`config.mk`:
```
export PLATFORM = sky130hd
export DESIGN_NAME = hdmi_pack_gen
export DESIGN_NICKNAME = d
export VERILOG_FILES = /design/src/rtl/hdmi_pack_gen.sv
export SDC_FILE = /design/constraint.sdc
export NUM_CORES = 1
export LEC_CHECK = 0
export CORE_MARGIN = 4
export CORE_UTILIZATION = 40
export DETAILED_ROUTE_END_ITERATION = 8
export PLACE_DENSITY_LB_ADDON = 0.25
export SLEW_MARGIN = 20
export SYNTH_ARGS = -nofsm -noshare
export SYNTH_HDL_FRONTEND = slang
export SYNTH_SLANG_ARGS = --single-unit
```
`constraint.sdc`:
```
create_clock -name clk -period 3 [get_ports clk]
set_input_delay 0.3 -clock clk [delete_from_list [all_inputs] [get_ports clk]]
set_output_delay 0.3 -clock clk [all_outputs]
set_load 0.005 [all_outputs]
```
`src/rtl/hdmi_pack_gen.sv`:
```
// hdmi_pack_gen: video timing and test-pattern source
// emitting the packed {clk,hs,vs,de,rgb,x,y} stream.
module hdmi_pack_gen #(
    parameter int H_ACT  = 1280,
    parameter int V_ACT  = 720,
    parameter int H_FP   = 110,
    parameter int H_SYNC = 40,
    parameter int H_BP   = 220,
    parameter int V_FP   = 5,
    parameter int V_SYNC = 5,
    parameter int V_BP   = 20,
    localparam int PACK_SIZE = 3*8 + 4 + $clog2(H_ACT) + $clog2(V_ACT)
) (
    input  logic                 clk,
    input  logic                 rstn,
    input  logic                 en,
    input  logic [1:0]           pat_sel,
    input  logic [23:0]          solid_rgb,
    output logic [PACK_SIZE-1:0] o_pack,
    output logic                 frame_start
);

    localparam int XW    = $clog2(H_ACT);
    localparam int YW    = $clog2(V_ACT);
    localparam int H_TOT = H_ACT + H_FP + H_SYNC + H_BP;
    localparam int V_TOT = V_ACT + V_FP + V_SYNC + V_BP;
    localparam int BAR_W = H_ACT / 8;

    localparam logic [15:0] H_LAST = 16'(H_TOT - 1);
    localparam logic [15:0] V_LAST = 16'(V_TOT - 1);
    localparam logic [15:0] H_ACTC = 16'(H_ACT);
    localparam logic [15:0] V_ACTC = 16'(V_ACT);
    localparam logic [15:0] HS_BEG = 16'(H_ACT + H_FP);
    localparam logic [15:0] HS_END = 16'(H_ACT + H_FP + H_SYNC);
    localparam logic [15:0] VS_BEG = 16'(V_ACT + V_FP);
    localparam logic [15:0] VS_END = 16'(V_ACT + V_FP + V_SYNC);
    localparam logic [15:0] BAR_LAST = 16'(BAR_W - 1);

    typedef enum logic {
        IDLE,
        RUN
    } state_t;

    state_t      state, state_nxt;
    logic        latch;
    logic [15:0] h_cnt, v_cnt;
    logic [15:0] bar_pos;
    logic [2:0]  bar_idx;
    logic [1:0]  pat_q;
    logic [23:0] solid_q;
    logic        end_frame;
    logic        run;
    logic        de_c, hs_c, vs_c;
    logic [23:0] bar_rgb, rgb_c;
    logic        hs_q, vs_q, de_q;
    logic [23:0] rgb_q;
    logic [XW-1:0] x_q;
    logic [YW-1:0] y_q;

    assign run       = (state == RUN);
    assign end_frame = (h_cnt == H_LAST) && (v_cnt == V_LAST);

    // state register
    always_ff @(posedge clk) begin
        if (!rstn) state <= IDLE;
        else       state <= state_nxt;
    end

    // next state; latch strobe fires when entering pixel (0,0) in RUN
    always_comb begin
        state_nxt = state;
        latch     = 1'b0;
        unique case (state)
            IDLE: begin
                if (en) begin
                    state_nxt = RUN;
                    latch     = 1'b1;
                end
            end
            RUN: begin
                if (end_frame) begin
                    if (en) latch = 1'b1;
                    else    state_nxt = IDLE;
                end
            end
        endcase
    end

    // raster counters plus colour-bar position tracking the current h_cnt
    always_ff @(posedge clk) begin
        if (!rstn || !run) begin
            h_cnt   <= '0;
            v_cnt   <= '0;
            bar_pos <= '0;
            bar_idx <= '0;
        end else if (h_cnt == H_LAST) begin
            h_cnt   <= '0;
            v_cnt   <= (v_cnt == V_LAST) ? '0 : v_cnt + 16'd1;
            bar_pos <= '0;
            bar_idx <= '0;
        end else begin
            h_cnt <= h_cnt + 16'd1;
            if (bar_pos == BAR_LAST) begin
                bar_pos <= '0;
                if (bar_idx != 3'd7) bar_idx <= bar_idx + 3'd1;
            end else begin
                bar_pos <= bar_pos + 16'd1;
            end
        end
    end

    // pattern controls are frozen for the whole frame
    always_ff @(posedge clk) begin
        if (!rstn) begin
            pat_q   <= '0;
            solid_q <= '0;
        end else if (latch) begin
            pat_q   <= pat_sel;
            solid_q <= solid_rgb;
        end
    end

    assign de_c = run && (h_cnt < H_ACTC) && (v_cnt < V_ACTC);
    assign hs_c = run && (h_cnt >= HS_BEG) && (h_cnt < HS_END);
    assign vs_c = run && (v_cnt >= VS_BEG) && (v_cnt < VS_END);

    // pattern colour for the current counter position
    always_comb begin
        bar_rgb = '0;
        rgb_c   = '0;
        unique case (bar_idx)
            3'd0: bar_rgb = 24'hFFFFFF;
            3'd1: bar_rgb = 24'hFFFF00;
            3'd2: bar_rgb = 24'h00FFFF;
            3'd3: bar_rgb = 24'h00FF00;
            3'd4: bar_rgb = 24'hFF00FF;
            3'd5: bar_rgb = 24'hFF0000;
            3'd6: bar_rgb = 24'h0000FF;
            3'd7: bar_rgb = 24'h000000;
        endcase
        unique case (pat_q)
            2'd0: rgb_c = bar_rgb;
            2'd1: rgb_c = {3{h_cnt[7:0]}};
            2'd2: rgb_c = (h_cnt[5] ^ v_cnt[5]) ? 24'hFFFFFF : 24'h0;
            2'd3: rgb_c = solid_q;
        endcase
    end

    // output stage, one cycle behind the counters
    always_ff @(posedge clk) begin
        if (!rstn) begin
            hs_q        <= 1'b0;
            vs_q        <= 1'b0;
            de_q        <= 1'b0;
            rgb_q       <= '0;
            x_q         <= '0;
            y_q         <= '0;
            frame_start <= 1'b0;
        end else begin
            hs_q        <= hs_c;
            vs_q        <= vs_c;
            de_q        <= de_c;
            rgb_q       <= de_c ? rgb_c : '0;
            x_q         <= de_c ? h_cnt[XW-1:0] : '0;
            y_q         <= de_c ? v_cnt[YW-1:0] : '0;
            frame_start <= run && (h_cnt == '0) && (v_cnt == '0);
        end
    end

    assign o_pack = {clk, hs_q, vs_q, de_q, rgb_q, x_q, y_q};

endmodule

```
=== Word-level counts from Yosys, hierarchy flattened ===
Memory sizes are Yosys's and may differ from the RTL's. A register that Yosys moved wholly into a read port is not among the register bits.
Cells that the tools add are included.

* Bits in registers: 127
* Bits in read-only memories: 192
* Memories: 1
* Output and inout port bits: 50
* Input bits: 29
* Word-level logic and storage cells: 63

* Reductions and logical operators: 19
* Equality and inequality tests: 7
* Bitwise gates (word level): 2
* Order comparisons: 6
* Add/subtract/negate cells: 4
* Mux-type cells: 10

{| class="wikitable"
|+ Memories
! memory !! depth !! width !! rd ports !! clocked after memory_dff !! write ports !! line !! RTL
|-
| (no name shown) || 8 || 24 || 1 || 1 || 0 || 131 || <nowiki>unique case (bar_idx)</nowiki>
|}

{| class="wikitable"
|+ Operators with widths
! cell !! number
|-
| $pmux 24 s4 || 1
|-
| $add 16x1->16 const B || 3
|-
| $logic_not 16->1 || 2
|-
| $lt 16x10->1 const B || 2
|-
| $lt 16x11->1 const B || 2
|-
| $mux 24 || 1
|-
| $eq 16x10->1 const B || 1
|-
| $eq 16x11->1 const B || 1
|-
| $eq 16x8->1 const B || 1
|-
| $ge 16x10->1 const B || 1
|-
| $ge 16x11->1 const B || 1
|-
| $mux 16 || 1
|-
| $logic_and 1x1->1 || 9
|-
| $mux 3 || 2
|-
| $eq 2x2->1 const B || 2
|-
| $pmux 1 s2 || 2
|-
| $reduce_and 2->1 || 2
|-
| $add 3x1->3 const B || 1
|-
| $mux 1 || 3
|-
| $ne 3x3->1 const B || 1
|-
| $reduce_or 3->1 || 1
|-
| $eq 2x1->1 const B || 1
|-
| $logic_not 1->1 || 2
|-
| $logic_not 2->1 || 1
|-
| 4 further kinds || 4
|}

=== Logic depth before layout (Yosys ltp) ===
* Depth in word-level cells: 4
* Mapped depth: 8

==> reports/metrics.yaml <==
crit_family: "buffers and inverters"
critPathBufInv: 3
cp.required_ps: 2700
drc_errors: 0
clkSlewWorstSetupHoldPaths_ps: 60
synth.most_common_cell: "dfxtp_1"
p_per_area_nw_per_um2: 615.2
wl_met1_um: 7531
relSlewSlack: 0.4918
clock_skew_ps: 8.352
yosys_most_used_dff: "dfxtp_1"
synthCells: 737
postSynth.asyncResetShare: 0
tns_ps: 0
cp_max_fo: 2
port_buffers: 78
total_power_mw: 4.705
stdcell_area_um2: 7649
n_fill_cell: 1298
rsz0062_at_grt: "false"
synth_edf_count: 0
setup_slack_ps: 524.1
clk_latency_ps: 530
place_area_um2: 6898
path_class: "clock port to output port"
die_area_um2: 17110
synth_cell_types: 44
ir_drop_uv: 333.3
overflow: 0
critPathSlowestCell: "clkdlybuf4s50_1"
grt_max_degree: 38
dp_hpwl_um: 11210
die_w_um: 130.8
yosysTopAreaCell: "dfxtp_1"
max_cap_violations: 0
startpoint_type: "clock port"
cts_tree: "done"
final_cells: 987
routedWlPerCell_um: 17.26
num-nets-final: 829
post_cts_buffers: 0
track_usage: 0.2011
hold_viol: 0
synth_area_per_cell_um2: 8.185
rows: 44
route.met2.wl_um: 8031
routed-wl-met3_um: 1124
core_um2: 14640
hold_slack_ps: 392.2
gp_congestion: 0.8363
leakage_nw: 2.664
dr.pass1.iters: 5
grt_pass1_wl_um: 27230
cts_resized: 0
slowest_delay_ps: 430
drtIter0Drc: 581
worst_slew_pin_slew_ps: 756.5
drtAntennaViolNets: 0
crit_top_cell: "clkbuf_16"
synth_top_area_share: 0.4314
post-route-util: 0.5223
synth_common_cells: "130 x dfxtp_1, 79 x nand2_1, 51 x nand3_1, 48 x clkbuf_1, 44 x nand4_1"
maxUsedRoutingLayer: "met4"
num_antenna_cells: 0
place_inst: 952
wl_um: 17030
hp-class: "input port to flip-flop"
report.final.slew_viol_count: 0
areaGrowthSynthToFinish_pct: 26.80
ys_seq_area_frac: 0.4314
dpl_worst_slack_ps: 638.9
worstSetupEndpointType: "output port"
crit_arrival_ps: 2180
synth_area_um2: 6032
grt_pass1_vias: 5479
drive_gt1_frac: 0.06974
synth_fp_nets: 776
cp_cell_sequence: "clkbuf_16 > clkbuf_16 > clkdlybuf4s50_1"
status: "completed"
grt_antenna_before_repair: 0
vias_per_cell: 5.789
yosysWarnings: 0
die_h_um: 130.8
yosys_register_bits: 130
io_pins: 79
cts_hold_buf: 0
yosys-top-cells-area: "dfxtp_1 43%, nand2_1 4.9%, nand4_1 4.6%, nand3_1 4.2%, nand3b_1 3.5%"
vias: 5714
start_util: 0.4119
setup_viol: 0
==> worst min-delay path, delay by kind of cell <==
| family | cells | cell delay, ps |
|---|---|---|
| buffers and inverters | 1 | 420 |
| and+or+nand+nor | 2 | 150 |
==> cell usage in the layout, fill, tap and decap left out, drive strengths merged, types with 15 or more instances in the layout <==
master,netlist,layout
xor2,15,15
a21oi,29,29
a31oi,27,27
o211ai,27,27
nand4,44,44
and2,23,23
o21ai,38,38
dfxtp,130,130
buf,15,16
clkbuf,48,22
nand3b,28,28
nor2,42,42
clkdlybuf4s50,0,78
nand3,51,51
inv,35,35
nand2,79,79
==> final timing paths <==
check                             endpoint              startpoint  slack (ps)  cells past startpoint
setup / recovery                o_pack[48]                     clk         520                      3
hold / removal    solid_q[12]$_SDFFE_PN0P_           solid_rgb[12]         390                      3
setup reg to reg   solid_q[0]$_SDFFE_PN0P_  v_cnt[10]$_SDFFE_PP0N_         580                      5
hold reg to reg      bar_pos[0]$_SDFF_PP0_   bar_pos[0]$_SDFF_PP0_         440                      1
==> metal layers <==
| metal | vias to the layer above | track usage |
|---|---|---|
| met1 | 2733 | 0.2573 |
| li1 | 2732 | - |
| met5 | - | 0 |
| met4 | 0 | 0.08348 |
| met2 | 216 | 0.3233 |
| met3 | 33 | 0.05122 |
==> area by class of cell <==
cell class,count,area (um2),share of cell area
clock buffer,23,528.0,0.06903
sequential,130,2603,0.3403
tap,184,230.2,0.03010
timing repair buffer,93,903.4,0.1181
multi-input combinational,508,3012,0.3938
inverter,36,140.1,0.01832
clock inverter,13,232.7,0.03043
==> flip-flops by register name, indices dropped and copies added, names as in the netlist <==
register     flops
x_q             11
bar_rgb          3
bar_pos         16
frame_start      1
pat_q            2
run              1
v_cnt           16
bar_idx          3
h_cnt           16
vs_q             1
rgb_q           24
de_q             1
hs_q             1
solid_q         24
y_q             10
==> power by group <==
part | leakage, nW | internal (mW) | switching [mW]
sequential | 1.06 | 1.79 | 0.0384
clock | 0.368 | 1.77 | 0.801
combinational | 1.24 | 0.145 | 0.162
==> cells by family (layout without fill, tap and decap cells) <==
| kind of cell | Yosys count | in the layout | synth area share |
|---|---|---|---|
| compound gates | 136 | 136 | 0.1369 |
| xor+xnor | 24 | 24 | 0.03485 |
| fa+ha+maj | 10 | 10 | 0.02074 |
| buf+inv | 99 | 165 | 0.07073 |
| flops | 130 | 130 | 0.4314 |
| mux | 2 | 2 | 0.003319 |
| simple gates | 336 | 336 | 0.3020 |
(Power assumes the default switching activity.)
==> patch: new RTL, same settings <==
The parameter `H_ACT` goes from 1280 to 2560.
--- a/src/rtl/hdmi_pack_gen.sv
+++ b/src/rtl/hdmi_pack_gen.sv
@@ -1,7 +1,7 @@
 // hdmi_pack_gen: video timing and test-pattern source
 // emitting the packed {clk,hs,vs,de,rgb,x,y} stream.
 module hdmi_pack_gen #(
-    parameter int H_ACT  = 1280,
+    parameter int H_ACT  = 2560,
     parameter int V_ACT  = 720,
     parameter int H_FP   = 110,
     parameter int H_SYNC = 40,
Interface: changed (resized o_pack); port bits go from 79 to 80. No check against the original RTL was run, so the function may have changed too.
==> patch against the original RTL <==
  * Global-route usage down 0.64 points
  * Power down 8.2%
  * Worst setup slack worse by 31 ps
  * Sequential cell count up 1
  * Synthesized area down 1.6%
  * Cell area down 3.0%
  * Critical path depth up 5
  * Routed wire length down 3.6%
  * Largest power group unchanged
==> patch: results (changes against the original RTL) <==
status=completed; Clk Latency, worst-skew pair=around 540 ps; Post-synth top flop=dfxtp_1; Worst Path Max Fanout=20 (+18); Yosys warning count=0 (unchanged); reg2reg setup slack=490 ps (-90 ps); GP Congestion=0.886 (+5.9%); drt pass-1 iters=5 (unchanged); Least-Margin Pin Slew=1060 ps (+306 ps); met1 Usage GRT=0.266 (+0.00817); sequential fraction of the synthesis area=0.442 (+0.0104); final setup skew=6.54 ps (-1.81 ps); HP Class=in2reg; Min-Delay Endpoint=v_cnt[2]$_SDFFE_PP0N_; clk slew on worst S/H paths=~50 ps; post-synthesis cell type count=52 (+18%); final setup fails=0 (unchanged); hold depth=3 (unchanged); worst r2r path cells=8 (+3); I/O Buffers=79 (+1.3%); ANT cells=0 (unchanged); M3 GR Usage=0.0483 (-0.00292); ys async rst share=0 (unchanged); Worst VDD drop=0.000424 V (+27%); Post-CTS Setup Repair Bufs=0 (unchanged); Area contributors post-synth=dfxtp_1, nand2_1, a31oi_1, a311o_1, clkbuf_1; first-pass GRT wire length=25900 um (-5.0%); R2R Path End=solid_q[15]$_SDFFE_PN0P_; CTS resizes=0 (unchanged); r2r startpoint=v_cnt[1]$_SDFFE_PP0N_; Tot GR Track Use=0.195 (-0.00645); Nets=801 (-3.4%); number of global-route vias before repair=5179 (-5.5%); post-DR vias/cell=5.81 (+0.29%); hold path start=rstn; fraction of layout cells with a size suffix above 1=0.0736 (+0.00390); largest net degree at the start of global routing=46 (+21%); biggest regs=rgb_q: 24 flops, solid_q: 24 flops; post-DP HPWL=11200 um (-0.47%); DRT iter0 DRCs=467 (-20%); arrival time worst endpoint=2970 ps (+790 ps); Total Wirelength=16400 um (-3.6%); antenna violations before repair=0 (unchanged); leak pwr=2.63 nW (-1.2%); Post-Syn Nets=749 (-3.5%); met2 Track Usage GR=0.296 (-0.0273); Post-synth top cells=nand2_1, dfxtp_1, a31oi_1
[patch: cell count changes in the layout (fill, tap and decap cells not counted), moves of 26 or more]
cell,unedited run,this run
o211ai_1,27,1
nand3b_1,28,0
nand3_1,51,18
a311o_1,0,26
nand4_1,44,15
nand2_1,79,132
[patch: layer usage]
metal	routed length, um	part of all wire
met5	0	0
met4	277	0.017
met3	1190	0.072
met2	7570	0.46
met1	7380	0.45
[patch: metrics by stage]
stage / util / hold WS [ps] / cells / instance area, um^2 / setup WS, ps
floorplan: - / 381 / 710 / 5940 / 949
global placement: 0.466 / 444 / 923 / 6780 / 557
detailed placement: 0.466 / 453 / 923 / 6780 / 482
CTS: 0.510 / 301 / 957 / 7410 / 466
global route: 0.511 / 335 / 958 / 7420 / 334
finish: 0.511 / 322 / 958 / 7420 / 493
[patch: critical path, cell delays in order, from the launching register on]
cell and delay (ps):
dfxtp_1 340, inv_1 160, ha_1 190, nand4bb_1 180, nor4_4 350, buf_4 280, and3_1 370, buf_4 320
a311o_1 240
[patch: cells by family (layout without fill, tap and decap cells)]
kind of cell / Yosys count / in the layout / share of synthesized area
compound gates: 169 / 169 / 0.194
xor+xnor: 23 / 23 / 0.0339
fa+ha+maj: 10 / 10 / 0.0211
buf+inv: 74 / 138 / 0.0550
flops: 131 / 131 / 0.442
mux: 1 / 1 / 0.00190
simple gates: 302 / 302 / 0.252
[patch: how the worst max path moves through the flow]
stage / from / to / slack (ps) / cells after the start
floorplan: v_cnt[10]$_SDFFE_PP0N_ / rgb_q[17]$_SDFF_PN0_ / 950 / 6
global placement: v_cnt[10]$_SDFFE_PP0N_ / x_q[7]$_SDFF_PN0_ / 560 / 5
detailed placement: v_cnt[10]$_SDFFE_PP0N_ / x_q[7]$_SDFF_PN0_ / 480 / 5
CTS: v_cnt[10]$_SDFFE_PP0N_ / x_q[7]$_SDFF_PN0_ / 470 / 5
global route: v_cnt[10]$_SDFFE_PP0N_ / x_q[7]$_SDFF_PN0_ / 330 / 5
finish: v_cnt[1]$_SDFFE_PP0N_ / solid_q[15]$_SDFFE_PN0P_ / 490 / 8
[patch: power by group]
group | internal (mW) | leakage (nW) | total (mW) | switching [mW]
clock | 1.37 | 0.309 | 2.18 | 0.804
sequential | 1.80 | 1.07 | 1.85 | 0.0487
combinational | 0.140 | 1.26 | 0.293 | 0.153
[patch: area by class of cell]
type                       instances  area [um^2]
fill                            1370         7110
multi-input combinational        505         3000
sequential                       131         2620
timing repair buffer              93          888
clock buffer                      24          542
tap                              184          230
clock inverter                    11          106
inverter                          10         37.5
